File: src/rtl/video_timing_meter.sv
// Measures line/frame timing of an active-low HSYNC/VSYNC plus DE stream.
// Results for a field are published together one clock after its closing VSYNC falling edge.
module video_timing_meter #(
    parameter int STABLE_FRAMES = 3,
    parameter int TIMEOUT_CLKS  = 4194304
) (
    input  logic        PCLK_i,
    input  logic        reset,
    input  logic        enable,
    input  logic        HSYNC_i,
    input  logic        VSYNC_i,
    input  logic        DE_i,
    output logic [11:0] h_total,
    output logic [7:0]  h_synclen,
    output logic [8:0]  h_backporch,
    output logic [11:0] h_active,
    output logic [10:0] v_total,
    output logic [3:0]  v_synclen,
    output logic [8:0]  v_backporch,
    output logic [10:0] v_active,
    output logic        interlace,
    output logic        meas_valid,
    output logic        stable,
    output logic        timeout
);

    localparam int              WDW      = $clog2(TIMEOUT_CLKS + 1);
    localparam logic [WDW-1:0]  WD_MAX   = WDW'(TIMEOUT_CLKS);
    localparam logic [WDW-1:0]  WD_HIT   = WDW'(TIMEOUT_CLKS - 1);
    localparam logic [3:0]      STABLE_N = 4'(STABLE_FRAMES);

    typedef enum logic [1:0] {S_IDLE, S_WAIT_VS, S_RUN} state_t;

    state_t          r_state;
    logic            r_hs_prev, r_vs_prev, r_de_prev;
    logic [11:0]     r_hpos;
    logic [10:0]     r_vline;
    logic            r_vs_pend;
    logic [7:0]      r_cur_synclen;
    logic [8:0]      r_cur_bp;
    logic [11:0]     r_cur_rise, r_cur_active;
    logic            r_cur_de;
    logic [11:0]     r_f_htotal, r_f_active;
    logic [7:0]      r_f_synclen;
    logic [8:0]      r_f_bp;
    logic            r_f_de_seen;
    logic [10:0]     r_f_first, r_f_vactive;
    logic [3:0]      r_f_vsync;
    logic [11:0]     r_s_htotal, r_s_active;
    logic [7:0]      r_s_synclen;
    logic [8:0]      r_s_bp, r_s_vbp;
    logic [10:0]     r_s_vtotal, r_s_vactive;
    logic [3:0]      r_s_vsync;
    logic            r_close, r_vs_fall_d;
    logic [3:0]      r_match;
    logic [WDW-1:0]  r_wdog;

    logic            w_hs_fall, w_hs_rise, w_vs_fall, w_de_rise, w_de_fall;
    logic [11:0]     w_hpos_inc, w_hpos, w_bp_full, w_act;
    logic [10:0]     w_vline_inc, w_vline, w_vbp_full;
    logic [7:0]      w_sync_clip;
    logic [8:0]      w_bp_clip, w_vbp_cap;
    logic            w_hs_upd, w_de_upd;
    logic [11:0]     w_nx_htotal, w_nx_active;
    logic [7:0]      w_nx_synclen;
    logic [8:0]      w_nx_bp;
    logic            w_vt_diff1, w_vt_match, w_same, w_wdog_hit;
    logic [3:0]      w_match_nx;

    assign w_hs_fall  = r_hs_prev & ~HSYNC_i;
    assign w_hs_rise  = ~r_hs_prev & HSYNC_i;
    assign w_vs_fall  = r_vs_prev & ~VSYNC_i;
    assign w_de_rise  = ~r_de_prev & DE_i;
    assign w_de_fall  = r_de_prev & ~DE_i;
    assign w_wdog_hit = (r_state != S_IDLE) && !w_vs_fall && (r_wdog == WD_HIT);

    // Position counters, clipped captures and the field values as they stand after this clock's HS fall
    always_comb begin
        w_hpos_inc  = (r_hpos == 12'd4095) ? r_hpos : r_hpos + 12'd1;
        w_hpos      = w_hs_fall ? 12'd0 : w_hpos_inc;
        w_vline_inc = (r_vline == 11'd2047) ? r_vline : r_vline + 11'd1;
        if (w_hs_fall) begin
            w_vline = (w_vs_fall || r_vs_pend) ? 11'd0 : w_vline_inc;
        end else begin
            w_vline = r_vline;
        end
        w_sync_clip = (w_hpos > 12'd255) ? 8'd255 : w_hpos[7:0];
        w_bp_full   = w_hpos - {4'd0, r_cur_synclen};
        if (w_hpos < {4'd0, r_cur_synclen}) begin
            w_bp_clip = 9'd0;
        end else begin
            w_bp_clip = (w_bp_full > 12'd511) ? 9'd511 : w_bp_full[8:0];
        end
        w_act = (w_hpos < r_cur_rise) ? 12'd0 : w_hpos - r_cur_rise;
        // A line without DE only feeds total/synclen until the field has seen its first DE line
        w_hs_upd     = w_hs_fall & (r_cur_de | ~r_f_de_seen);
        w_de_upd     = w_hs_fall & r_cur_de;
        w_nx_htotal  = w_hs_upd ? w_hpos_inc : r_f_htotal;
        w_nx_synclen = w_hs_upd ? r_cur_synclen : r_f_synclen;
        w_nx_bp      = w_de_upd ? r_cur_bp : r_f_bp;
        w_nx_active  = w_de_upd ? r_cur_active : r_f_active;
        w_vbp_full   = r_f_first - {7'd0, r_f_vsync};
        if (!r_f_de_seen || (r_f_first < {7'd0, r_f_vsync})) begin
            w_vbp_cap = 9'd0;
        end else begin
            w_vbp_cap = (w_vbp_full > 11'd511) ? 9'd511 : w_vbp_full[8:0];
        end
    end

    // Field-to-field comparison feeding interlace and the stability counter
    always_comb begin
        w_vt_diff1 = ({1'b0, r_s_vtotal} == ({1'b0, v_total} + 12'd1)) ||
                     ({1'b0, v_total} == ({1'b0, r_s_vtotal} + 12'd1));
        w_vt_match = (r_s_vtotal == v_total) || (interlace && w_vt_diff1);
        w_same     = meas_valid && w_vt_match &&
                     (r_s_htotal == h_total) && (r_s_synclen == h_synclen) &&
                     (r_s_bp == h_backporch) && (r_s_active == h_active) &&
                     (r_s_vsync == v_synclen) && (r_s_vbp == v_backporch) &&
                     (r_s_vactive == v_active);
        if (w_same) begin
            w_match_nx = (r_match == 4'd15) ? r_match : r_match + 4'd1;
        end else begin
            w_match_nx = 4'd0;
        end
    end

    // Measurement datapath: edge history, line/field accumulators and the closing-field snapshot
    always_ff @(posedge PCLK_i) begin
        if (reset) begin
            r_hs_prev     <= 1'b1;
            r_vs_prev     <= 1'b1;
            r_de_prev     <= 1'b0;
            r_hpos        <= 12'd0;
            r_vline       <= 11'd0;
            r_vs_pend     <= 1'b0;
            r_cur_synclen <= 8'd0;
            r_cur_bp      <= 9'd0;
            r_cur_rise    <= 12'd0;
            r_cur_active  <= 12'd0;
            r_cur_de      <= 1'b0;
            r_f_htotal    <= 12'd0;
            r_f_synclen   <= 8'd0;
            r_f_bp        <= 9'd0;
            r_f_active    <= 12'd0;
            r_f_de_seen   <= 1'b0;
            r_f_first     <= 11'd0;
            r_f_vactive   <= 11'd0;
            r_f_vsync     <= 4'd0;
            r_s_htotal    <= 12'd0;
            r_s_synclen   <= 8'd0;
            r_s_bp        <= 9'd0;
            r_s_active    <= 12'd0;
            r_s_vtotal    <= 11'd0;
            r_s_vsync     <= 4'd0;
            r_s_vbp       <= 9'd0;
            r_s_vactive   <= 11'd0;
            r_close       <= 1'b0;
            r_vs_fall_d   <= 1'b0;
        end else begin
            r_hs_prev   <= HSYNC_i;
            r_vs_prev   <= VSYNC_i;
            r_de_prev   <= DE_i;
            r_hpos      <= w_hpos;
            r_vline     <= w_vline;
            r_vs_fall_d <= w_vs_fall;
            r_close     <= w_vs_fall && enable && (r_state == S_RUN);
            if (w_vs_fall && !w_hs_fall) begin
                r_vs_pend <= 1'b1;
            end else if (w_hs_fall) begin
                r_vs_pend <= 1'b0;
            end
            if (w_hs_fall) begin
                r_cur_synclen <= 8'd0;
                r_cur_bp      <= 9'd0;
                r_cur_rise    <= 12'd0;
                r_cur_active  <= 12'd0;
                r_cur_de      <= 1'b0;
            end
            if (w_hs_rise) begin
                r_cur_synclen <= w_sync_clip;
            end
            if (w_de_rise && !r_cur_de) begin
                r_cur_de   <= 1'b1;
                r_cur_rise <= w_hpos;
                r_cur_bp   <= w_bp_clip;
            end
            if (w_de_fall && r_cur_de) begin
                r_cur_active <= w_act;
            end
            if (w_vs_fall) begin
                r_s_htotal  <= w_nx_htotal;
                r_s_synclen <= w_nx_synclen;
                r_s_bp      <= w_nx_bp;
                r_s_active  <= w_nx_active;
                r_s_vtotal  <= w_vline_inc;
                r_s_vsync   <= r_f_vsync;
                r_s_vbp     <= w_vbp_cap;
                r_s_vactive <= r_f_vactive;
                r_f_htotal  <= 12'd0;
                r_f_synclen <= 8'd0;
                r_f_bp      <= 9'd0;
                r_f_active  <= 12'd0;
                r_f_de_seen <= 1'b0;
                r_f_first   <= 11'd0;
                r_f_vactive <= 11'd0;
                r_f_vsync   <= w_hs_fall ? 4'd1 : 4'd0;
            end else begin
                r_f_htotal  <= w_nx_htotal;
                r_f_synclen <= w_nx_synclen;
                r_f_bp      <= w_nx_bp;
                r_f_active  <= w_nx_active;
                if (w_hs_fall && !VSYNC_i && (r_f_vsync != 4'd15)) begin
                    r_f_vsync <= r_f_vsync + 4'd1;
                end
                if (w_de_rise && !r_f_de_seen) begin
                    r_f_de_seen <= 1'b1;
                    r_f_first   <= w_vline;
                end
                if (w_de_rise && !r_cur_de && (r_f_vactive != 11'd2047)) begin
                    r_f_vactive <= r_f_vactive + 11'd1;
                end
            end
        end
    end

    // Control FSM, watchdog and the published result registers
    always_ff @(posedge PCLK_i) begin
        if (reset) begin
            r_state     <= S_IDLE;
            r_match     <= 4'd0;
            r_wdog      <= '0;
            h_total     <= 12'd0;
            h_synclen   <= 8'd0;
            h_backporch <= 9'd0;
            h_active    <= 12'd0;
            v_total     <= 11'd0;
            v_synclen   <= 4'd0;
            v_backporch <= 9'd0;
            v_active    <= 11'd0;
            interlace   <= 1'b0;
            meas_valid  <= 1'b0;
            stable      <= 1'b0;
            timeout     <= 1'b0;
        end else begin
            if ((r_state == S_IDLE) || w_vs_fall) begin
                r_wdog <= '0;
            end else if (r_wdog != WD_MAX) begin
                r_wdog <= r_wdog + 1'b1;
            end
            if (!enable) begin
                r_state <= S_IDLE;
                stable  <= 1'b0;
                r_match <= 4'd0;
            end else if (w_wdog_hit) begin
                r_state    <= S_WAIT_VS;
                timeout    <= 1'b1;
                stable     <= 1'b0;
                meas_valid <= 1'b0;
                r_match    <= 4'd0;
            end else begin
                case (r_state)
                    S_IDLE:    r_state <= S_WAIT_VS;
                    S_WAIT_VS: r_state <= w_vs_fall ? S_RUN : S_WAIT_VS;
                    S_RUN:     r_state <= S_RUN;
                    default:   r_state <= S_IDLE;
                endcase
                if (r_vs_fall_d) begin
                    timeout <= 1'b0;
                end
                if (r_close) begin
                    h_total     <= r_s_htotal;
                    h_synclen   <= r_s_synclen;
                    h_backporch <= r_s_bp;
                    h_active    <= r_s_active;
                    v_total     <= r_s_vtotal;
                    v_synclen   <= r_s_vsync;
                    v_backporch <= r_s_vbp;
                    v_active    <= r_s_vactive;
                    meas_valid  <= 1'b1;
                    interlace   <= meas_valid && w_vt_diff1;
                    r_match     <= w_match_nx;
                    stable      <= (w_match_nx >= STABLE_N);
                end
            end
        end
    end

endmodule
File: config.mk
export PLATFORM = sky130hd
export DESIGN_NAME = video_timing_meter
export DESIGN_NICKNAME = d
export VERILOG_FILES = /design/src/rtl/video_timing_meter.sv
export SDC_FILE = /design/constraint.sdc
export NUM_CORES = 1
export LEC_CHECK = 0
export CAP_MARGIN = 20
export CELL_PAD_IN_SITES_DETAIL_PLACEMENT = 0
export CELL_PAD_IN_SITES_GLOBAL_PLACEMENT = 1
export CORE_ASPECT_RATIO = 2
export CORE_MARGIN = 8
export CORE_UTILIZATION = 30
export CTS_BUF_LIST = sky130_fd_sc_hd__clkbuf_16
export DETAILED_ROUTE_END_ITERATION = 8
export GPL_TIMING_DRIVEN = 0
export PLACE_DENSITY_LB_ADDON = 0.1
export SLEW_MARGIN = 15
export SYNTH_ARGS = -nofsm -noshare
export SYNTH_HDL_FRONTEND = slang
export SYNTH_SLANG_ARGS = --single-unit
File: constraint.sdc
create_clock -name PCLK_i -period 10.8 [get_ports PCLK_i]
set_input_delay 2.7 -clock PCLK_i [delete_from_list [all_inputs] [get_ports PCLK_i]]
set_output_delay 2.7 -clock PCLK_i [all_outputs]
set_load 0.005 [all_outputs]
# == Word level (Yosys, flattened, before mapping) ==
# Cells that the tools add are included.
# totals
output_inout_bits,80
wordCells,182
latchBits,0
reg_bits,324
n_memories,0
romBits,0
ram_bits,0
input_bits,6
# classes
n_mux,37
reduce_logical,47
eq_ne,19
bitwise_logic,16
div,0
shift,0
mul,0
order_cmp,7
addsub,11
# op_table
op,count
$mux 12,8
$mux 9,7
$mux 11,3
$mux 8,4
$add 11x1->12 const B,2
$eq 11x12->1,2
$eq 12x12->1,2
$add 23x1->23 const B,1
$eq 23x22->1 const B,1
$ne 23x23->1 const B,1
$add 11x1->11 const B,2
$eq 11x11->1,2
$logic_and 1x1->1,21
$eq 9x9->1,2
$mux 4,4
$reduce_bool 2->1,8
$add 12x1->12 const B,1
$eq 12x12->1 const B,1
$gt 12x8->1 const B,1
$gt 12x9->1 const B,1
$lt 12x12->1,1
$lt 12x8->1,1
$sub 12x12->12,1
$sub 12x8->12,1
other kinds (26),59

# == Longest topological paths before layout ==
# Gate-level depths: netlist of the first run.
# depth
word_depth,15
depth_mapped,18
depth_no_buf,18

# == Least setup slack after synthesis of the first run ==
# No wires, ideal clock.
# synth_timing
path_kind,input to register
from,input HSYNC_i
to,register r_cur_bp[0]
required_ns,10.686
slack_ns,4.216
arrival_time_ns,6.470
n_path_buf,2
cell_stages,18
cell_sequence,inv_1 ha_1 clkbuf_1 clkbuf_1 nor2_1 inv_1 fa_1 or2b_1 a2111oi_0 nor3_1 maj3_1 o31ai_4 maj3_1 nand3b_1 a211o_1 a21oi_4 a21oi_1 a21o_1
# synth_via
elab_chain_cells,8
elab_cells_between_ends,10
classes_between,add/sub (1); order compare (2); mux (4); bitwise (2); reduce/logical (1)
# synth_lines
item,line_no,text
"start, declared",10,"input logic HSYNC_i,"
$not 1->1 (*),70,assign w_hs_fall = r_hs_prev & ~HSYNC_i;
$and 1x1->1 (*),70,
$mux 12 (*),80,w_hpos = w_hs_fall ? 12'd0 : w_hpos_inc;
via w_hpos[1],59,"logic [11:0] w_hpos_inc, w_hpos, w_bp_full, w_act;"
$sub 12x8->12,88,"w_bp_full = w_hpos - {4'd0, r_cur_synclen};"
$gt 12x9->1,92,w_bp_clip = (w_bp_full > 12'd511) ? 9'd511 : w_bp_full[8:0];
$mux 9,92,
$mux 9 (*),89,"if (w_hpos < {4'd0, r_cur_synclen}) begin"
$mux 9 (*),182,if (w_de_rise && !r_cur_de) begin
"end signal, assigned",185,r_cur_bp <= w_bp_clip;
"end, declared",40,logic [8:0] r_cur_bp;
# The timed path passes the listed nets; every way through them passes the cells marked *.
# A chain may end at the register's enable or synchronous reset.

# == Worst setup path after layout of the first run ==
# layout_timing
from,input HSYNC_i
to,register r_cur_bp[2]
# The elaborated chain is that of the path after synthesis.

==> results of run 1 <==
==> power groups by stage <==
stage / clock network, W / logic (W) / registers (W)
3_5_place_dp: 0 / 0.000170 / 0.00125
6_report: 0.00119 / 0.000167 / 0.00122
4_1_cts: 0.00122 / 0.000170 / 0.00122
2_1_floorplan: 0 / 0.000110 / 0.00124
5_1_grt: 0.00127 / 0.000182 / 0.00122
3_3_place_gp: 0 / 0.000168 / 0.00124
==> cell usage in the layout, fill, tap and decap left out, types with 28 or more instances in the layout <==
cell type,netlist,final
a21oi_1,170,170
inv_1,45,50
xnor2_1,98,98
nand2_1,267,267
xor2_1,53,53
clkbuf_1,84,84
clkbuf_16,0,37
nor2_1,204,204
nor3_1,28,28
o21ai_0,76,76
mux2i_1,39,39
nand4_1,30,30
clkdlybuf4s50_1,0,84
nand3_1,41,41
dfxtp_1,324,324
==> registers in the layout, summed over array words and instances, names as in the netlist, 12 cells and up <==
register / cells
r_s_htotal: 12
r_s_active: 12
r_f_htotal: 12
r_cur_active: 12
r_f_active: 12
r_hpos: 12
h_total: 12
r_cur_rise: 12
r_wdog: 23
h_active: 12
==> critical path, stage by stage <==
cell             delay, ns
clkdlybuf4s50_1       0.48
inv_1                 0.06
ha_1                  0.19
clkbuf_1              0.26
clkbuf_1              0.45
nor2_1                0.48
inv_1                 0.27
fa_1                  0.54
or2b_1                0.25
a2111oi_0             0.39
nor3_1                0.12
maj3_1                0.45
o31ai_4               0.24
maj3_1                0.28
nand3b_1              0.10
a211o_1               0.33
a21oi_4               0.26
a21oi_1               0.16
a21o_1                0.17
==> cells by family (layout without fill, tap and decap cells) <==
family                   count (synthesis)  after routing  synth area share, %
multiplexers                            39             39                 2.67
AO/OA/AOI/OAI                          386            386                 16.2
XOR/XNOR                               151            151                 9.05
adder cells (fa/ha/maj)                 34             34                 3.00
AND/OR/NAND/NOR                        679            679                 20.9
flip-flops                             324            324                 44.4
buffers and inverters                  146            287                 3.83
==> worst paths after layout <==
kind,from,to
min reg2reg,r_s_synclen[1],h_synclen[1]
max,HSYNC_i,r_cur_bp[2]
min,r_s_synclen[1],h_synclen[1]
max reg2reg,r_hpos[0],r_cur_bp[2]
==> per-layer routing <==
metal | track usage [%] | up-vias
met5 | 0 | -
met4 | 9.99 | 0
met3 | 1.79 | 98
met2 | 35.5 | 263
met1 | 19.0 | 5920
li1 | - | 6282
==> stage by stage <==
step / setup WS [ns] / std cells / power (W) / util, % / cell area [um2]
2_1_floorplan: 4.22 / 1759 / 0.00135 / - / 14600
3_3_place_gp: 2.51 / 2481 / 0.00141 / 33.7 / 16300
3_5_place_dp: 2.47 / 2481 / 0.00142 / 33.7 / 16300
4_1_cts: 3.01 / 2538 / 0.00261 / 36.0 / 17300
5_1_grt: 2.73 / 2538 / 0.00267 / 36.0 / 17300
6_report: 3.02 / 2538 / 0.00257 / 36.0 / 17300
==> final cells by class <==
cell class | instances | area, um2
fill | 5099 | 30900
multi-input combinational | 1289 | 7580
sequential | 324 | 6490
clock buffer | 37 | 926
timing repair buffer | 84 | 841
tap | 638 | 798
buffer | 99 | 383
inverter | 47 | 176
clock inverter | 20 | 161
==> impl_metrics.csv, run 1 <==
group,metric,value,unit
clocking,clkSlewWorstSetupHoldPaths,0.07,ns
floorplanning,die_width,172,um
finish,final_layout_size_suffix_gt1_share,3.47,%
clocking,cts-root-to-sink-buffers,3,
grt,initial_antenna_violation_count,0,
pwr,power.switching_fraction,24.4,%
routing,met1Wirelength,19.6,mm
worst_setup_path,r2r.worst_path.cells,18,
pwr,clkPwrFrac,46.1,%
pwr,comb_power_share,6.5,%
floorplanning,die_h,328,um
synthesis,register_bit_total_from_synthesis,324,
hold_path,hold-path-cell-count,2,
outcome,run_status,"finished, final reports clean",
timing,max_slew.worst_pin.slew,1.12,ns
grt,grt_start_max_net_pins,15,
clocking,cts.repair.resized,0,
grt,grt_pass1_wl,78.3,mm
timing,setup_tns,0,ns
synthesis,syn-num-nets,1795,
placed_design,detailed_place_hpwl,42.2,mm
clocking,clock_tree.root_cell,"clkbuf_16",
grt,via_count_of_the_first_global_routing_pass,12300,
clocking,cts_max_level,2,
finish,nets,1915,
synthesis,synth.area.top_cells,"dfxtp_1 44%, nand2_1 6.9%, xnor2_1 5.9%",
clocking,tritoncts.num_buffers,34,
grt,track_usage,18.5,%
synthesis,ys_types,71,
routing,wirelength,52.5,mm
timing,final.min_clock_period,7.78,ns
timing,grt_setup_unrepaired,"no",
synthesis,synth_ff_type,"dfxtp_1",
synthesis,ys_warn_count,0,
timing,timing.slew.headroom,25.1,%
clocking,tritoncts,"built",
timing,timing.hold.ws,0.454,ns
worst_setup_path,setup.worst_path.class,"input pin to flop",
routing,route.vias.total,12600,
floorplanning,die_area,56500,um2
hold_path,worst_hold_path_type,"flop to flop",
clocking,cts_setup_buffers,0,
routing,drt-initial-drc-count,785,
clocking,clk-insertion-delay-late,0.52,ns
worst_setup_path,cp_data_required_time,11.22,ns
synthesis,synthArstFlopShare,0,%
routing,met3_wirelength,1.59,mm
timing,final-max-slew-violation-count,0,
floorplanning,num_ports,86,
synthesis,synthMostInstantiatedCell,"dfxtp_1",
routing,ant_nets,0,
finish,number_of_diodes,0,
synthesis,syn_area,14600,um2
worst_setup_path,critPathCaptureType,"flop",
routing,met2_wirelength,28.4,mm
floorplanning,initial_core_util,30.3,%
synthesis,synth-edff-count,0,
finish,area.growth.synth_to_final,18.7,%
timing,fin_crit_sh,72.1,%
clocking,postCtsHoldBufs,0,
synthesis,synth_largest_type_area_fraction,44.4,%
synthesis,synth_cells,1759,
routing,drc,0,
timing,setup_viol_count_final,0,
floorplanning,floorplan.rows,114,
job,timing.max_cap.violations,0,
synthesis,netlist.top_cell.by_area,"dfxtp_1",
worst_setup_path,crit_arrival,8.20,ns
placed_design,globalplace.congestion,0.879,
routing,routed.top_layer,"met4",
synthesis,synth_commonest_cells,"324 x dfxtp_1, 267 x nand2_1, 204 x nor2_1",
floorplanning,placeableCoreArea,48200,um2
pwr,seq_power_share,47.4,%
pwr,vdd.ir_drop.worst,0.0972,mV
routing,wl_per_cell,20.7,um
synthesis,postSynthAreaPerCell,8.31,um2
timing,hold_viol,0,
pwr,switchingPower,0.000626,W
pwr,cellInternalPower,0.00194,W
routing,firstDrtPassIters,7,
worst_setup_path,category_of_the_worst_setup_path_launch_point,"input pin",
worst_setup_path,critical_path_maximum_fanout,10,
clocking,clkSinkCount,324,
synthesis,ys_seq_area_share,44.4,%
pwr,p_leak,6.26,nW
routing,via_per_inst,4.95,
worst_setup_path,reg2reg_slack,5.01,ns
placed_design,io_buffers,84,
pwr,power-per-cell-area,148,nW/um2
timing,worst_clock_skew,0.0160,ns
timing,fmax,128,MHz
grt,grt_overflow,0,
(Power assumes the default switching activity.)
==> run 2, diff against run 1 <==
==> constraint.sdc (replaced) <==
create_clock -name PCLK_i -period 7.72 [get_ports PCLK_i]
set_input_delay 1.93 -clock PCLK_i [delete_from_list [all_inputs] [get_ports PCLK_i]]
set_output_delay 1.93 -clock PCLK_i [all_outputs]
set_load 0.005 [all_outputs]
==> results of run 2 <==
Same layout as run 1 (identical final DEF). Status: finished, final reports clean.
Among the figures that moved: setup slack after placement 2.47 ns -> 0.160 ns; setup slack after layout 3.02 ns -> 0.707 ns; register-to-register setup slack 5.01 ns -> 1.93 ns; total power 0.00257 W -> 0.00360 W; worst IR drop on VDD 0.0972 mV -> 0.136 mV
==> run 3, diff against run 2 <==
--- a/config.mk
+++ b/config.mk
@@ -14,7 +14,7 @@
 export CTS_BUF_LIST = sky130_fd_sc_hd__clkbuf_16
 export DETAILED_ROUTE_END_ITERATION = 8
 export GPL_TIMING_DRIVEN = 0
-export PLACE_DENSITY_LB_ADDON = 0.1
+export PLACE_DENSITY = 0.58
 export SLEW_MARGIN = 15
 export SYNTH_ARGS = -nofsm -noshare
 export SYNTH_HDL_FRONTEND = slang
==> run 3 against run 2 <==
Register-to-register slack got worse by 0.25 ns. Combinational power about the same. Final area is 0.93% lower. Routed wire length shrank 1.4%. Non-clock buffer count is 1 higher. Largest cell class unchanged. Critical path type unchanged.
==> impl_metrics.csv, run 3 (synthesis gave the netlist of run 1 again) <==
group,metric,value,unit
clocking,postCtsHoldBufs,0,
grt,track_usage,18.2,%
hold_path,worstHoldStart,"r_s_synclen[1]",
worst_setup_path,crit_arrival,7.69,ns
finish,largest_reg_flops,23,
placed_design,dpl.cell_count,2482,
placed_design,placed_cell_area,16300,um2
routing,via_per_inst,4.96,
grt,initial_antenna_violation_count,0,
pwr,p_leak,6.17,nW
clocking,clkSlewWorstSetupHoldPaths,0.07,ns
timing,hold_viol,0,
timing,setup_viol_count_final,0,
finish,area.growth.synth_to_final,17.6,%
pwr,total_power,0.00339,W
worst_setup_path,timing.rr.start,"r_hpos[0]",
clocking,cts_setup_buffers,0,
floorplanning,die_area,56500,um2
timing,timing.hold.ws,0.454,ns
routing,firstDrtPassIters,5,
worst_setup_path,crit_cells,19,
worst_setup_path,category_of_the_worst_setup_path_launch_point,"input pin",
routing,wirelength,51.8,mm
finish,final_layout_size_suffix_gt1_share,3.31,%
timing,timing.slew.headroom,28.4,%
hold_path,hold-path-cell-count,2,
timing,fin_crit_sh,93.4,%
routing,wl_per_cell,20.4,um
finish,layout.cells.most_common_list,"324 x dfxtp_1, 267 x nand2_1, 204 x nor2_1",
worst_setup_path,critPathCaptureType,"flop",
clocking,cts.repair.resized,0,
routing,drt-initial-drc-count,553,
pwr,power-per-cell-area,197,nW/um2
finish,utilization,35.7,%
floorplanning,die_h,328,um
clocking,tritoncts.num_buffers,31,
floorplanning,die_width,172,um
floorplanning,initial_core_util,30.3,%
placed_design,detailed_place_hpwl,41.8,mm
placed_design,io_buffers,84,
worst_setup_path,critical_path_maximum_fanout,10,
timing,fmax,139,MHz
pwr,vdd.ir_drop.worst,0.176,mV
hold_path,worst_hold_path_type,"flop to flop",
finish,number_of_diodes,0,
clocking,cts_max_level,1,
worst_setup_path,crit_path_cell_trace,"clkdlybuf4s50_1, inv_1, ha_1, clkbuf_1, clkbuf_1, nor2_1, inv_1, fa_1, or2b_1, a2111oi_0, nor3_1, maj3_1, o31ai_4, maj3_1, nand3b_1, a211o_1, a21oi_4, a21oi_1, a21o_1",
grt,via_count_of_the_first_global_routing_pass,12400,
clocking,clkSinkCount,324,
finish,finalNonFillerCells,2539,
routing,drc,0,
finish,postLayoutCellArea,17200,um2
job,timing.max_cap.violations,0,
clocking,cts-root-to-sink-buffers,3,
floorplanning,floorplan.rows,114,
timing,final.min_clock_period,7.21,ns
clocking,clk-insertion-delay-late,0.59,ns
finish,most_common_cell_after_layout_fill_and_taps_aside,"dfxtp_1",
timing,max_slew.worst_pin.slew,1.07,ns
floorplanning,placeableCoreArea,48200,um2
grt,grt_overflow,0,
worst_setup_path,setup.worst_path.class,"input pin to flop",
finish,largest_register,"r_wdog",
worst_setup_path,cp_data_required_time,8.21,ns
timing,grt_setup_unrepaired,"no",
placed_design,globalplace.congestion,0.865,
timing,worst_clock_skew,0.0231,ns
worst_setup_path,launching_instance_or_port_of_the_critical_path,"HSYNC_i",
clocking,tritoncts,"built",
worst_setup_path,timing.critical_path.buf_inv,5,
worst_setup_path,critical-path-slowest-cell,"fa_1",
routing,route.vias.total,12600,
worst_setup_path,r2r.worst_path.cells,18,
clocking,clock_tree.root_cell,"clkbuf_16",
grt,grt_pass1_wl,77.5,mm
worst_setup_path,critPathMaxStageDelay,0.59,ns
outcome,run_status,"finished, final reports clean",
grt,grt_start_max_net_pins,16,
worst_setup_path,path_delay_family,"compound AO/OA/AOI/OAI gates",
finish,nets,1913,
routing,ant_nets,0,
floorplanning,num_ports,86,
timing,final-max-slew-violation-count,0,
[run 3: cell types whose count changed in the layout (fill, tap and decap cells not counted)]
cell	previous run	this run
clkbuf_16	37	31
clkinv_2	6	5
buf_4	1	2
bufinv_16	3	1
clkinv_1	7	13
nor4_2	0	1
clkinvlp_4	0	3
inv_1	50	48
nor4_4	1	0
inv_6	0	2
[run 3: layout make-up]
class | instances | area (um2)
plain buffers | 99 | 383
multi-input cells | 1289 | 7570
clock inverters | 26 | 151
well taps | 638 | 798
repair buffers | 85 | 848
clock buffers | 31 | 776
inverters | 47 | 176
flip-flops and latches | 324 | 6490
fillers | 5113 | 31000
[run 3: worst paths after layout]
kind	endpoint	slack (ns)
hold / removal	h_synclen[1]	0.45
setup / recovery	r_cur_bp[8]	0.51
hold reg to reg	h_synclen[1]	0.45
setup reg to reg	r_cur_bp[8]	1.68
[run 3: per-layer routing]
| metal | share of wire [%] | wire length, um | global-route usage (%) |
|---|---|---|---|
| met5 | 0 | 0 | 0 |
| met4 | 5.2 | 2690 | 8.90 |
| met3 | 3.1 | 1600 | 1.70 |
| met2 | 55 | 28600 | 36.4 |
| met1 | 37 | 18900 | 18.0 |
[run 3: worst register-to-register path, delay by kind of cell, from the launching register on]
kind | cells | cell delay, ns
adder cells (fa/ha/maj) | 4 | 1.68
buffers and inverters | 1 | 0.28
AO/OA/AOI/OAI | 6 | 1.62
multiplexers | 1 | 0.27
flip-flops | 1 | 0.40
AND/OR/NAND/NOR | 6 | 1.68
[run 3: per-stage QoR]
stage / worst slack (ns) / TNS [ns]
finish: 0.512 / 0
global route: 0.197 / 0
CTS: 0.501 / 0
detailed placement: -0.0778 / -0.0778
global placement: -0.0517 / -0.0517
floorplan: 1.91 / 0
[run 3: power by group]
group	internal, W	switching (W)	total [W]
combinational	0.0000724	0.000162	0.000235
sequential	0.00169	0.0000157	0.00170
clock	0.000762	0.000689	0.00145
